File: src/rtl/mem_arb_pkg.sv
// Shared types for the memory-port arbiter: controller states and MemLength encodings.
package mem_arb_pkg;

    typedef enum logic [1:0] {
        IDLE   = 2'd0,
        ACCESS = 2'd1,
        RESP   = 2'd2
    } arbState_t;

    localparam logic MEMLEN_BYTE = 1'b0;
    localparam logic MEMLEN_WORD = 1'b1;

endpackage

File: src/rtl/mem_port_arbiter_rr_arbiter.sv
// Combinational round-robin pick: the search starts one past the last granted channel
// and returns the first requester found.
module rr_arbiter #(
    parameter int NUM_CH = 3,
    parameter int IDW    = $clog2(NUM_CH)
) (
    input  logic [NUM_CH-1:0] req,
    input  logic [IDW-1:0]    lastGrant,
    output logic              anyReq,
    output logic [IDW-1:0]    grant
);

    always_comb begin
        anyReq = 1'b0;
        grant  = '0;
        // Scan farthest-to-nearest so the nearest requester after lastGrant is written last.
        for (int unsigned d = NUM_CH; d >= 1; d--) begin
            int unsigned idx;
            idx = (32'(lastGrant) + d) % NUM_CH;
            if (req[idx]) begin
                anyReq = 1'b1;
                grant  = IDW'(idx);
            end
        end
    end

endmodule

File: src/rtl/mem_port_arbiter.sv
// Shares one processor-style memory bus among NUM_CH requesters, using round-robin arbitration.
// One access runs at a time, and a missing MemRdy aborts the access with ChErr after TIMEOUT cycles.
module mem_port_arbiter
    import mem_arb_pkg::*;
#(
    parameter int NUM_CH  = 3,
    parameter int ADDR_W  = 24,
    parameter int DATA_W  = 32,
    parameter int TIMEOUT = 256
) (
    input  logic                     Clk,
    input  logic                     Reset,
    input  logic [NUM_CH-1:0]        ChReq,
    input  logic [NUM_CH-1:0]        ChWr,
    input  logic [NUM_CH-1:0]        ChLen,
    input  logic [NUM_CH*ADDR_W-1:0] ChAddr,
    input  logic [NUM_CH*DATA_W-1:0] ChWData,
    output logic [NUM_CH-1:0]        ChDone,
    output logic [NUM_CH-1:0]        ChErr,
    output logic [DATA_W-1:0]        ChRData,
    output logic [ADDR_W-1:0]        MemAddr,
    output logic [DATA_W-1:0]        toMemData,
    input  logic [DATA_W-1:0]        fromMemData,
    output logic                     MemLength,
    output logic                     MemRd,
    output logic                     MemWr,
    output logic                     MemEnable,
    input  logic                     MemRdy,
    output logic                     Busy,
    output logic [$clog2(NUM_CH)-1:0] GrantId
);

    localparam int IDW   = $clog2(NUM_CH);
    localparam int CNT_W = (TIMEOUT > 1) ? $clog2(TIMEOUT) : 1;
    localparam logic [CNT_W-1:0] CNT_LAST = CNT_W'((TIMEOUT > 0) ? TIMEOUT - 1 : 0);

    arbState_t         state;
    logic [IDW-1:0]    lastGrant;
    logic [IDW-1:0]    grantId;
    logic [IDW-1:0]    pick;
    logic              anyReq;
    logic              wrReg;
    logic              lenReg;
    logic              errReg;
    logic [ADDR_W-1:0] addrReg;
    logic [DATA_W-1:0] wdReg;
    logic [DATA_W-1:0] rdReg;
    logic [CNT_W-1:0]  toCnt;
    logic              timedOut;

    rr_arbiter #(.NUM_CH(NUM_CH), .IDW(IDW)) uArb (
        .req      (ChReq),
        .lastGrant(lastGrant),
        .anyReq   (anyReq),
        .grant    (pick)
    );

    // toCnt counts completed ACCESS cycles, so CNT_LAST is reached in the TIMEOUT-th one.
    assign timedOut = (TIMEOUT != 0) && (toCnt == CNT_LAST);

    always_ff @(posedge Clk) begin
        if (!Reset) begin
            state     <= IDLE;
            lastGrant <= IDW'(NUM_CH - 1);
            grantId   <= '0;
            wrReg     <= 1'b0;
            lenReg    <= MEMLEN_BYTE;
            errReg    <= 1'b0;
            addrReg   <= '0;
            wdReg     <= '0;
            rdReg     <= '0;
            toCnt     <= '0;
        end else begin
            case (state)
                IDLE: begin
                    if (anyReq) begin
                        grantId   <= pick;
                        lastGrant <= pick;
                        wrReg     <= ChWr[pick];
                        lenReg    <= ChLen[pick];
                        addrReg   <= ChAddr[pick*ADDR_W +: ADDR_W];
                        wdReg     <= ChWData[pick*DATA_W +: DATA_W];
                        errReg    <= 1'b0;
                        toCnt     <= '0;
                        state     <= ACCESS;
                    end
                end
                ACCESS: begin
                    if (MemRdy) begin
                        rdReg <= (lenReg == MEMLEN_WORD) ? fromMemData
                                                         : DATA_W'(fromMemData[7:0]);
                        state <= RESP;
                    end else if (timedOut) begin
                        rdReg  <= '0;
                        errReg <= 1'b1;
                        state  <= RESP;
                    end else begin
                        toCnt <= toCnt + 1'b1;
                    end
                end
                RESP:    state <= IDLE;
                default: state <= IDLE;
            endcase
        end
    end

    assign MemEnable = (state == ACCESS);
    assign MemRd     = MemEnable && !wrReg;
    assign MemWr     = MemEnable && wrReg;
    assign MemAddr   = addrReg;
    assign toMemData = wdReg;
    assign MemLength = lenReg;
    assign Busy      = (state != IDLE);
    assign GrantId   = grantId;
    assign ChRData   = rdReg;
    assign ChDone    = (state == RESP) ? (NUM_CH'(1) << grantId) : '0;
    assign ChErr     = (state == RESP && errReg) ? (NUM_CH'(1) << grantId) : '0;

endmodule

File: config.mk
export PLATFORM = sky130hd
export DESIGN_NAME = mem_port_arbiter
export DESIGN_NICKNAME = d
export VERILOG_FILES = /design/src/rtl/mem_arb_pkg.sv /design/src/rtl/mem_port_arbiter_rr_arbiter.sv /design/src/rtl/mem_port_arbiter.sv
export SDC_FILE = /design/constraint.sdc
export NUM_CORES = 1
export LEC_CHECK = 0
export BUFFER_PORTS_ARGS = -buffer_cell sky130_fd_sc_hd__buf_4
export CAP_MARGIN = 20
export CORE_AREA = 2 2 121 123
export CTS_CLUSTER_SIZE = 20
export DETAILED_ROUTE_END_ITERATION = 8
export DIE_AREA = 0 0 123 125
export MAX_ROUTING_LAYER = met4
export PLACE_DENSITY = 0.66
export SLEW_MARGIN = 20
export SYNTH_ARGS = -nofsm -noshare
export SYNTH_HDL_FRONTEND = slang
export SYNTH_SLANG_ARGS = --single-unit
File: constraint.sdc
create_clock -name Clk -period 3.8 [get_ports Clk]
set_input_delay 0.57 -clock Clk [delete_from_list [all_inputs] [get_ports Clk]]
set_output_delay 0.57 -clock Clk [all_outputs]
set_load 0.02 [all_outputs]
=== After elaboration in Yosys (flattened, before gate mapping) ===
Index checks and enable logic that the tools add are counted.

* Register bits: 105
* Input port bits: 212
* Output and inout port bits: 101

* $add $sub $neg: 4
* Multipliers: 1
* Divide/modulo/power cells: 3
* Order comparisons: 4
* Equal/unequal tests: 8
* Shift operators: 3
* Multiplexer cells: 33
* Reductions and logical operators: 13

{| class="wikitable"
|+ Operator list
! operator !! number
|-
| $lt A32 B3 Y1 const B || 3
|-
| $mod A32 B2 Y32 const B || 3
|-
| $mux W32 || 3
|-
| $shiftx A96 B8 Y32 || 1
|-
| $shiftx A72 B8 Y24 || 1
|-
| $mux W8 || 3
|-
| $pmux W8 S2 || 1
|-
| $mux W2 || 6
|-
| $mux W1 || 11
|-
| $bmux W1 S2 || 5
|-
| $add A8 B1 Y8 const B || 1
|-
| $eq A8 B8 Y1 const B || 1
|-
| $reduce_and A4 Y1 || 2
|-
| $add A2 B2 Y3 const B || 2
|-
| $mux W3 || 2
|-
| $ne A2 B2 Y1 const B || 3
|-
| $reduce_and A2 Y1 || 3
|-
| $reduce_bool A2 Y1 || 3
|-
| $mul A2 B2 Y4 const B || 1
|-
| $pmux W2 S2 || 1
|-
| $add A2 B1 Y3 const B || 1
|-
| $logic_and A1 B1 Y1 || 3
|-
| $lt A2 B3 Y1 const B || 1
|-
| $ne A3 B1 Y1 const B || 1
|-
| 7 further kinds || 7
|}

=== Logic depth before layout (Yosys ltp) ===
Gate-level depths: netlist of the first run.

* Depth after elaboration: 9
* Depth in mapped cells: 11

=== Cells and area by module ===
Synthesis of the first run repeated with hierarchy kept, for this count alone.

* Cells, all modules: 658
* Area, all modules: 5,226.3 um2

{| class="wikitable"
|+ Modules (own cells, without submodules)
! module !! instances !! cells each !! area each (um2) !! sequential area each (um2)
|-
| mem_port_arbiter || 1 || 622 || 4,981.0 || 2,082.0
|-
| rr_arbiter || 1 || 36 || 245.2 || 0.0
|}

=== Worst setup path before layout of the first run ===
No wires, ideal clock.

* Path type: reg-to-reg
* Start point: reg lastGrant[0]
* End point: reg addrReg[14] (netlist: MemAddr[14])
* Library setup time: 0.074 ns
* Data arrival time: 2.188 ns
* Data required time: 3.726 ns
* Path slack: 1.538 ns
* Cell stages (with the launch flop): 10
* Buffers on the path: 3
* Clock period less this slack: 2.262 ns
* Cell sequence: dfxtp_1 inv_1 ha_1 buf_6 mux2_2 a221oi_2 buf_2 buf_2 o21ai_0 a31oi_2

* Word-level cells in the longest chain between the ends: 9

{| class="wikitable"
|+ Ends and longest elaborated chain
! what !! line !! RTL
|-
| start: declaration || mem_port_arbiter.sv:38 || <nowiki>logic [IDW-1:0] lastGrant;</nowiki>
|-
| start signal: assignment || mem_port_arbiter.sv:64 || <nowiki>lastGrant <= IDW'(NUM_CH - 1);</nowiki>
|-
| start signal: assignment || mem_port_arbiter.sv:78 || <nowiki>lastGrant <= pick;</nowiki>
|-
| $add A2 B2 Y3 || mem_port_arbiter_rr_arbiter.sv:19 || <nowiki>idx = (32'(lastGrant) + d) % NUM_CH;</nowiki>
|-
| $mod A32 B2 Y32 || mem_port_arbiter_rr_arbiter.sv:19 ||
|-
| $bmux W1 S2 || mem_port_arbiter_rr_arbiter.sv:20 || <nowiki>if (req[idx]) begin</nowiki>
|-
| $mux W1 (not written as such) || mem_port_arbiter_rr_arbiter.sv:20 ||
|-
| $mux W2 (3 in a row) || mem_port_arbiter_rr_arbiter.sv:20 ||
|-
| $mul A2 B2 Y4 || mem_port_arbiter.sv:81 || <nowiki>addrReg <= ChAddr[pick*ADDR_W +: ADDR_W];</nowiki>
|-
| $shiftx A72 B8 Y24 || mem_port_arbiter.sv:81 ||
|-
| end signal: assignment || mem_port_arbiter.sv:81 ||
|-
| end: declaration || mem_port_arbiter.sv:45 || <nowiki>logic [ADDR_W-1:0] addrReg;</nowiki>
|}

Parallel ways exist; a longest one is shown, timed or not. The select of a mux whose other input is x is not followed.
A chain may end at the register's enable or synchronous reset.

=== Worst setup path in the final report of the first run ===
* Start point: reg lastGrant[0]
* End point: reg addrReg[20] (netlist: MemAddr[20])

Same word-level chain as after synthesis.

==> impl_results.md, run 1 <==
* Clock sinks at 104
* Vias in the first global route at 5980
* Flop pwr share at 0.264
* Fraction of layout cells with a size suffix above 1 at 0.4394
* Max_cap viols at 0
* Met2 GRT Util at 0.4488
* CP Capture Type: flip-flop
* CP Class: flip-flop to flip-flop
* Met1 global-route usage at 0.2753
* # hold bufs at CTS at 0
* Combinational Power Share at 0.578
* Core Area at 14200 um^2
* RD Place Congestion at 0.9024
* Post-CTS Setup Inserts at 0
* # port buffers at 312
* Sw Share at 0.4678
* Drt drc at 0
* Leak at 3.279 nW
* Die Wd at 123 um
* CP arrival at 3.22 ns
* Clock Skew at 0.007226 ns
* Top_reg_cell synth: dfxtp_1
* Fillers at 1312
* Clk buf depth at 2
* Async SR Flop Fraction at 0
* # IOs at 313
* Yosys top cell by area: dfxtp_1
* Internal power at 3.396 mW
* Root buf cell: clkbuf_16
* Register Area at 2082 um^2
* Largest net degree at the start of global routing at 62
* Post-synth cell types at 49
* Clock share of power at 0.158
* Min Tclk post-route at 2.930 ns
* CP max FO at 22
* FF+latch count, synth at 104
* Place WS at 0.9241 ns
* Fin crit share at 0.7711
* Antenna-violating nets left at 0
* RSZ-0062 raised after global routing: no
* Setup crit start kind: flip-flop
* Met3 Usage GRT at 0.05931
* Via density at 5.764
* Syn Inst Count at 573
* Status: complete, no violations
* H-tree levels at 3
* Worst-margin pin slew at 1.093 ns
* GRT Total Usage at 0.2565
* Die area at 15380 um^2
* Power density cells at 820.8 nW/um^2
* Endpoints failing hold at 0
* Post-Syn Area at 5101 um^2
* Clk pin slew, worst setup/hold paths at 0.08 ns
* Setup-failing EPs final at 0
* Global route overflow at 0
* Post-CTS sizing at 0
* Initial antenna violation count at 0
* Achievable frequency at 341.3 MHz
* DR iter-0 viols at 341
* Via Count at 5914
* Final slew viol count at 0
* Hold crit path type: primary input to flip-flop
* Synth area leaders: dfxtp_1 (41%), o221ai_1 (10%), nand3_1 (6.0%)
* Setup WS post-layout at 0.8699 ns
* Drt total wl at 19800 um
* CTS tree: done
* Height of the die at 125 um
* Router iterations before antenna repair at 5
* Syn Area/Cell at 8.903 um^2
* Setup tns final at 0 ns
* Post-DR wirelength/cell at 19.30 um
* Clock latency on the worst-skew pair at 0.35 ns
* Psw at 2.985 mW
* Top Usage Layer GRT: met2
* Post-DP HPWL at 13990 um
* Initial Util at 0.3591
* Max_slew headroom at 0.2696
* Yosys top cell area share at 0.4081
* FP Rows at 44
* IR Drop Worst-Case VDD at 0.5485 mV
* Global-route wire length before repair at 30250 um
* Num CTS Buffers at 9
* Nets at 1054
* Synth Net Count at 790
* Worst Path Required at 4.09 ns
* Synth Warn # at 0
* Area of the multi-input gates at 2676 um^2
* Register area share after synthesis at 0.4081
* Number of flops mapped to enable cells by yosys at 0
* Area Overhead vs Synth at 52.39%
* Ant diodes at 0
## power groups by stage
stage               registers [mW]  clock network (mW)  logic [mW]
floorplan                     2.09                   0        2.01
global placement              1.69                   0        3.62
detailed placement            1.70                   0        3.70
CTS                           1.68                1.03        3.69
global route                  1.73                1.07        3.97
finish                        1.69                1.01        3.69
## stage by stage
stage	total power, mW	util	cell area [um^2]	hold slack [ns]	instances
2_1_floorplan	4.102	-	5101	0.4420	573
3_3_place_gp	5.310	0.5248	7453	0.4570	1010
3_5_place_dp	5.399	0.5248	7453	0.4876	1010
4_1_cts	6.404	0.5473	7774	0.4522	1026
5_1_grt	6.762	0.5473	7774	0.4516	1026
6_report	6.381	0.5473	7774	0.4612	1026
## cells in the final DEF, fill, tap and decap left out, types with 2 or more instances in the layout
cell type,n
a21oi_1,12
nand2b_1,7
o211ai_1,2
or4b_1,5
buf_12,2
o41ai_1,5
nand3_1,61
inv_6,2
ha_1,5
inv_2,2
inv_1,6
o31ai_1,3
and3_1,4
a31oi_2,20
nand3b_1,2
a22oi_1,32
buf_4,319
or3_1,2
and2_1,7
dfxtp_1,104
o221ai_1,58
nand2_1,4
mux2i_1,2
nor2_1,39
nand4_1,2
clkbuf_16,9
o21a_1,2
o21ai_0,59
inv_8,3
a31oi_1,39
## area by class of cell
cell class              instances  area share
multi-input cells             393      0.3443
flip-flops and latches        104      0.2678
clock inverters                 6     0.01046
well taps                     184     0.02962
repair buffers                321      0.3132
clock buffers                  10     0.03074
inverters                       8    0.003863
## state kept, by name (all words and copies together), names as in the netlist
register and cells:
errReg 1, MemAddr 24, lastGrant 2, MemLength 1, toCnt 8, wrReg 1, ChRData 32, state 2
toMemData 32, GrantId 1
## synth_stat cells (3+ instances only)
| cell type | n |
|---|---|
| a21oi_1 | 12 |
| a22oi_1 | 32 |
| a31oi_1 | 39 |
| a31oi_2 | 20 |
| and2_1 | 8 |
| and3_1 | 4 |
| buf_2 | 14 |
| buf_6 | 7 |
| clkbuf_1 | 44 |
| dfxtp_1 | 104 |
| ha_1 | 5 |
| inv_1 | 7 |
| nand2_1 | 4 |
| nand2b_1 | 7 |
| nand3_1 | 61 |
| nor2_1 | 40 |
| o21ai_0 | 59 |
| o221ai_1 | 58 |
| o31ai_1 | 3 |
| o41ai_1 | 5 |
| or4b_1 | 5 |
## worst paths after layout
path	start	endpoint	slack, ns	cells past startpoint
worst max register to register	lastGrant[0]	MemAddr[20]	0.87	8
worst max-delay path	lastGrant[0]	MemAddr[20]	0.87	8
worst min register to register	toCnt[6]	toCnt[6]	0.50	2
worst min-delay path	fromMemData[31]	ChRData[31]	0.46	3
## cells by family after synthesis
logic type / after synthesis / synth area share
AO/OA/AOI/OAI: 239 / 0.3478
AND/OR/NAND/NOR: 144 / 0.1472
flip-flops: 104 / 0.4081
buffers and inverters: 76 / 0.07113
multiplexers: 5 / 0.01349
adder cells (fa/ha/maj): 5 / 0.01226
## layer usage
metal | share of wire | routed length, um
met1 | 0.38 | 7571
met2 | 0.50 | 9937
met3 | 0.085 | 1684
met4 | 0.031 | 610
met5 | 0 | 0
## worst max-delay path, cell delays in order, from the launching register on
cell and delay, ns:
dfxtp_1 0.46, inv_1 0.13, ha_1 0.44, inv_1 0.21
mux2i_4 0.37, a221o_2 0.53, buf_4 0.36, nand3_1 0.13
a31oi_2 0.21
No activity file was read; power rests on OpenSTA's default activity.
==> run 2, diff against run 1 <==
- clock period: 3.8 -> 2.9 ns (I/O delays scaled with it)
==> run 2 against run 1 <==
Utilization rose by 0.33 points. Register-to-register slack got worse by 0.64 ns. Die area did not move. Clock-buffer cell count did not move. Combinational power rose by 32%. Clock power rose by 30%. Global-route usage fell by 0.28 points.
==> impl_results.md, run 2 (same netlist as run 1, synthesis figures left out) <==
* Initial Util at 0.3591
* Leak at 3.303 nW
* Combinational Power Share at 0.581
* Post-DR wirelength/cell at 19.07 um
* Num CTS Buffers at 9
* Psw at 3.898 mW
* CP arrival at 2.95 ns
* Fillers at 1321
* Setup-failing EPs final at 0
* Commonest non-fill, non-tap cell in the layout: buf_4
* Initial antenna violation count at 0
* Via Count at 5905
* Largest net degree at the start of global routing at 62
* Setup tns final at 0 ns
* Post-CTS Setup Inserts at 0
* # hold bufs at CTS at 0
* Worst Path Required at 3.18 ns
* Router iterations before antenna repair at 5
* Fraction of layout cells with a size suffix above 1 at 0.4409
* Die Wd at 123 um
* Fin crit share at 0.9211
* Area of the multi-input gates at 2679 um^2
* Clock Skew at 0.007503 ns
* Clk buf depth at 2
* Setup crit start kind: flip-flop
* Internal power at 4.491 mW
* CP Class: flip-flop to flip-flop
* Min Tclk post-route at 2.671 ns
* Global-route wire length before repair at 30060 um
* Final slew viol count at 0
* Drt total wl at 19640 um
* Via density at 5.733
* Post-CTS sizing at 0
* Achievable frequency at 374.4 MHz
* CP Capture Type: flip-flop
* # port buffers at 312
* Status: complete, no violations
* Drt drc at 0
* GRT Total Usage at 0.2538
* Hold crit path type: primary input to flip-flop
* DR iter-0 viols at 350
* Max_slew headroom at 0.4160
* Power density cells at 1072 nW/um^2
* Post-DP HPWL at 14190 um
* Area Overhead vs Synth at 53.32%
* Clock share of power at 0.156
* Antenna-violating nets left at 0
* Vias in the first global route at 5783
* Place WS at 0.2279 ns
* Worst-margin pin slew at 0.8759 ns
* Register Area at 2082 um^2
* FP Rows at 44
* Global route overflow at 0
* CTS tree: done
* Flop pwr share at 0.263
* RD Place Congestion at 0.8769
* Setup WS post-layout at 0.2288 ns
* Core Area at 14200 um^2
* CP max FO at 35
* Max_cap viols at 0
* IR Drop Worst-Case VDD at 0.7665 mV
* Sw Share at 0.4646
* # IOs at 313
* Die area at 15380 um^2
* Clk pin slew, worst setup/hold paths at 0.07 ns
* Nets at 1058
* Most frequent cells in the layout: buf_4 (322), dfxtp_1 (104), nand3_1 (61)
* H-tree levels at 3
* Clock sinks at 104
* Height of the die at 125 um
* Clock latency on the worst-skew pair at 0.35 ns
* RSZ-0062 raised after global routing: no
* Endpoints failing hold at 0
* Root buf cell: clkbuf_16
* Ant diodes at 0
run 2: worst paths after layout:
path | startpoint | endpoint | slack, ns | depth (start not counted)
worst min register to register | toCnt[6] | toCnt[6] | 0.49 | 2
worst min-delay path | fromMemData[3] | ChRData[3] | 0.33 | 3
worst max-delay path | lastGrant[0] | MemAddr[13] | 0.23 | 8
worst max register to register | lastGrant[0] | MemAddr[13] | 0.23 | 8
run 2: routing by layer:
metal  track usage  up-vias  routed length [um]
li1              -     2773                   -
met1        0.2947     2823                7509
met2        0.4352      288               10040
met3       0.06204       21                1798
met4       0.06484        0                 293
met5             -        -                   0
run 2: worst max-delay path, stage by stage (launching register included):
cell,delay (ns)
dfxtp_1,0.47
inv_1,0.14
ha_1,0.45
inv_1,0.19
mux2i_4,0.38
a221o_2,0.23
buf_4,0.36
nand3_1,0.16
a31oi_2,0.22
run 2: metrics by stage:
stage | util | cells | total power [mW] | hold slack (ns) | instance area [um^2]
finish | 0.5507 | 1030 | 8.388 | 0.3323 | 7821
detailed placement | 0.5279 | 1014 | 7.114 | 0.4750 | 7498
floorplan | - | 573 | 5.375 | 0.4420 | 5101
global route | 0.5507 | 1030 | 8.887 | 0.3367 | 7821
CTS | 0.5507 | 1030 | 8.424 | 0.3199 | 7821
global placement | 0.5277 | 1014 | 7.000 | 0.4550 | 7496
run 2: layout make-up:
class / instances / area share
Multi-Input combinational cell: 393 / 0.3425
Timing Repair Buffer: 325 / 0.3167
Sequential cell: 104 / 0.2662
Clock buffer: 10 / 0.03056
Tap cell: 184 / 0.02944
Clock inverter: 6 / 0.01072
Inverter: 8 / 0.003839
run 2: power groups by stage:
stage	combinational (mW)	sequential [mW]	clock, mW
floorplan	2.64	2.74	0
global placement	4.79	2.21	0
detailed placement	4.88	2.23	0
CTS	4.88	2.21	1.34
global route	5.23	2.27	1.39
finish	4.87	2.21	1.31
==> run 3, diff against run 2 <==
- CORE_AREA: 2 2 121 123 -> default
- CORE_ASPECT_RATIO: default -> 1.2
- CORE_MARGIN: default -> 4
- CORE_UTILIZATION: default -> 31
- DIE_AREA: 0 0 123 125 -> default
- PLACE_DENSITY: 0.66 -> 0.58
- REMOVE_ABC_BUFFERS: default -> 1
==> run 3 against run 2 <==
Hold slack worse by 0.00076 ns. Total power grew 0.71%. Non-clock buffer count is 2 lower. Critical path depth unchanged. Via count fell by 0.90%. Setup slack improved by 0.028 ns. Die area increased by 21%. Combinational power grew 0.8%. Largest cell class unchanged. Clock skew grew 0.0043 ns.
==> impl_results.md, run 3 (same netlist as run 1, synthesis figures left out) <==
* Worst R2R End: MemAddr[11]
* CP dominant cell by count: inv_1
* RSZ-0062 raised after global routing: no
* Max_slew headroom at 0.4801
* # hold bufs at CTS at 0
* CTS tree: done
* Post-DP HPWL at 15800 um
* Most frequent cells in the layout: buf_4 (319), dfxtp_1 (104), nand3_1 (61)
* Register Area at 2082 um^2
* Clock latency on the worst-skew pair at 0.36 ns
* Achievable frequency at 378.3 MHz
* Drt total wl at 21520 um
* Core Area at 16210 um^2
* Antenna-violating nets left at 0
* Largest net degree at the start of global routing at 62
* Hold depth at 3
* Root buf cell: clkbuf_16
* Via Count at 5852
* Setup-failing EPs final at 0
* Global route overflow at 0
* CP Buf/Inv Count at 3
* CP Capture Type: flip-flop
* Initial antenna violation count at 0
* Setup crit start kind: flip-flop
* Die Wd at 125.1 um
* Ant diodes at 0
* Leak at 3.288 nW
* GRT Total Usage at 0.2252
* Fin crit share at 0.9114
* Critical R2R Launch: lastGrant[0]
* Global-route wire length before repair at 32300 um
* Worst Path Required at 3.12 ns
* Post-CTS sizing at 0
* Worst-margin pin slew at 0.7798 ns
* Area of the multi-input gates at 2681 um^2
* Vias in the first global route at 5805
* CP top delay family: compound AO/OA/AOI/OAI gates
* FP Rows at 51
* Clock Skew at 0.01185 ns
* Min Tclk post-route at 2.643 ns
* Die area at 18580 um^2
* Num CTS Buffers at 9
* Critical path startpoint: lastGrant[0]
* Total power at 8.448 mW
* Initial Util at 0.3147
* Post-CTS Setup Inserts at 0
* CP max FO at 47
* Levels on crit path at 8
* CP Class: flip-flop to flip-flop
* Clk pin slew, worst setup/hold paths at 0.07 ns
* Critical path cell sequence: inv_1 > ha_2 > inv_1 > a221oi_1 > o211ai_1 > buf_4 > o221ai_1 > a31oi_2
* Clock sinks at 104
* Hold crit path type: primary input to flip-flop
* IR Drop Worst-Case VDD at 0.6328 mV
* R2R depth at 8
* Fillers at 1633
* Drt drc at 0
* Post-DR wirelength/cell at 20.39 um
* H-tree levels at 3
* Status: complete, no violations
* Clk buf depth at 2
* Endpoints failing hold at 0
* Largest stage delay, worst path at 0.47 ns
* Area Overhead vs Synth at 53.62%
* Commonest non-fill, non-tap cell in the layout: buf_4
* Via density at 5.547
* # IOs at 313
* Power density cells at 1078 nW/um^2
* Worst setup endpoint: MemAddr[11]
* Router iterations before antenna repair at 4
* RD Place Congestion at 0.9034
* CP max-delay cell: dfxtp_1
* Nets at 1056
* Fraction of layout cells with a size suffix above 1 at 0.4377
* CP arrival at 2.86 ns
* # port buffers at 312
* Fin util at 0.4835
* Height of the die at 148.5 um
* Final slew viol count at 0
* Register-to-register setup slack at 0.26 ns
* DR iter-0 viols at 354
* Max_cap viols at 0
[run 3: cell types whose count changed in the layout (fill, tap and decap cells not counted), sizes merged]
| cell | change |
|---|---|
| inv | -3 |
| bufinv | +1 |
| buf | -2 |
| clkbuf | +1 |
[run 3: worst min-delay path, delay by kind of cell]
family,cells,cell delay (ns)
simple gates,1,0.07
compound gates,1,0.06
buf+inv,1,0.08
[run 3: per-layer routing]
metal,global-route usage,up-vias,routed length (um)
met5,-,-,0
met4,0.08623,0,637
met3,0.06968,35,1878
met2,0.3628,269,10410
met1,0.2647,2780,8590
li1,-,2768,-
[run 3: worst min-delay path by stage]
| stage | to | slack [ns] | from |
|---|---|---|---|
| after floorplan | toCnt[6] | 0.44 | toCnt[6] |
| after global placement | toCnt[6] | 0.45 | toCnt[6] |
| after detailed placement | toCnt[6] | 0.47 | toCnt[6] |
| after CTS | ChRData[2] | 0.32 | fromMemData[2] |
| after global routing | ChRData[1] | 0.34 | fromMemData[1] |
| final | ChRData[1] | 0.33 | fromMemData[1] |
[run 3: stage by stage]
stage / worst slack, ns / TNS (ns) / hold slack (ns) / instances / area, um^2
floorplan: -1.212 / -69.78 / 0.4420 / 505 / 4768
global placement: 0.2406 / 0 / 0.4536 / 1040 / 7528
detailed placement: 0.2526 / 0 / 0.4727 / 1040 / 7531
CTS: 0.2342 / 0 / 0.3235 / 1055 / 7834
global route: 0.03815 / 0 / 0.3357 / 1055 / 7836
finish: 0.2569 / 0 / 0.3316 / 1055 / 7836
[run 3: layout make-up]
class / instances / area share
clock buffers: 11 / 0.02970
clock inverters: 4 / 0.008941
inverters: 8 / 0.003832
multi-input cells: 393 / 0.3422
flip-flops and latches: 104 / 0.2657
well taps: 212 / 0.03385
repair buffers: 323 / 0.3158
[run 3: where the power goes]
group	total [mW]	internal [mW]	switching (mW)
clock network	1.29	0.750	0.543
logic	4.91	1.88	3.03
registers	2.24	1.92	0.325
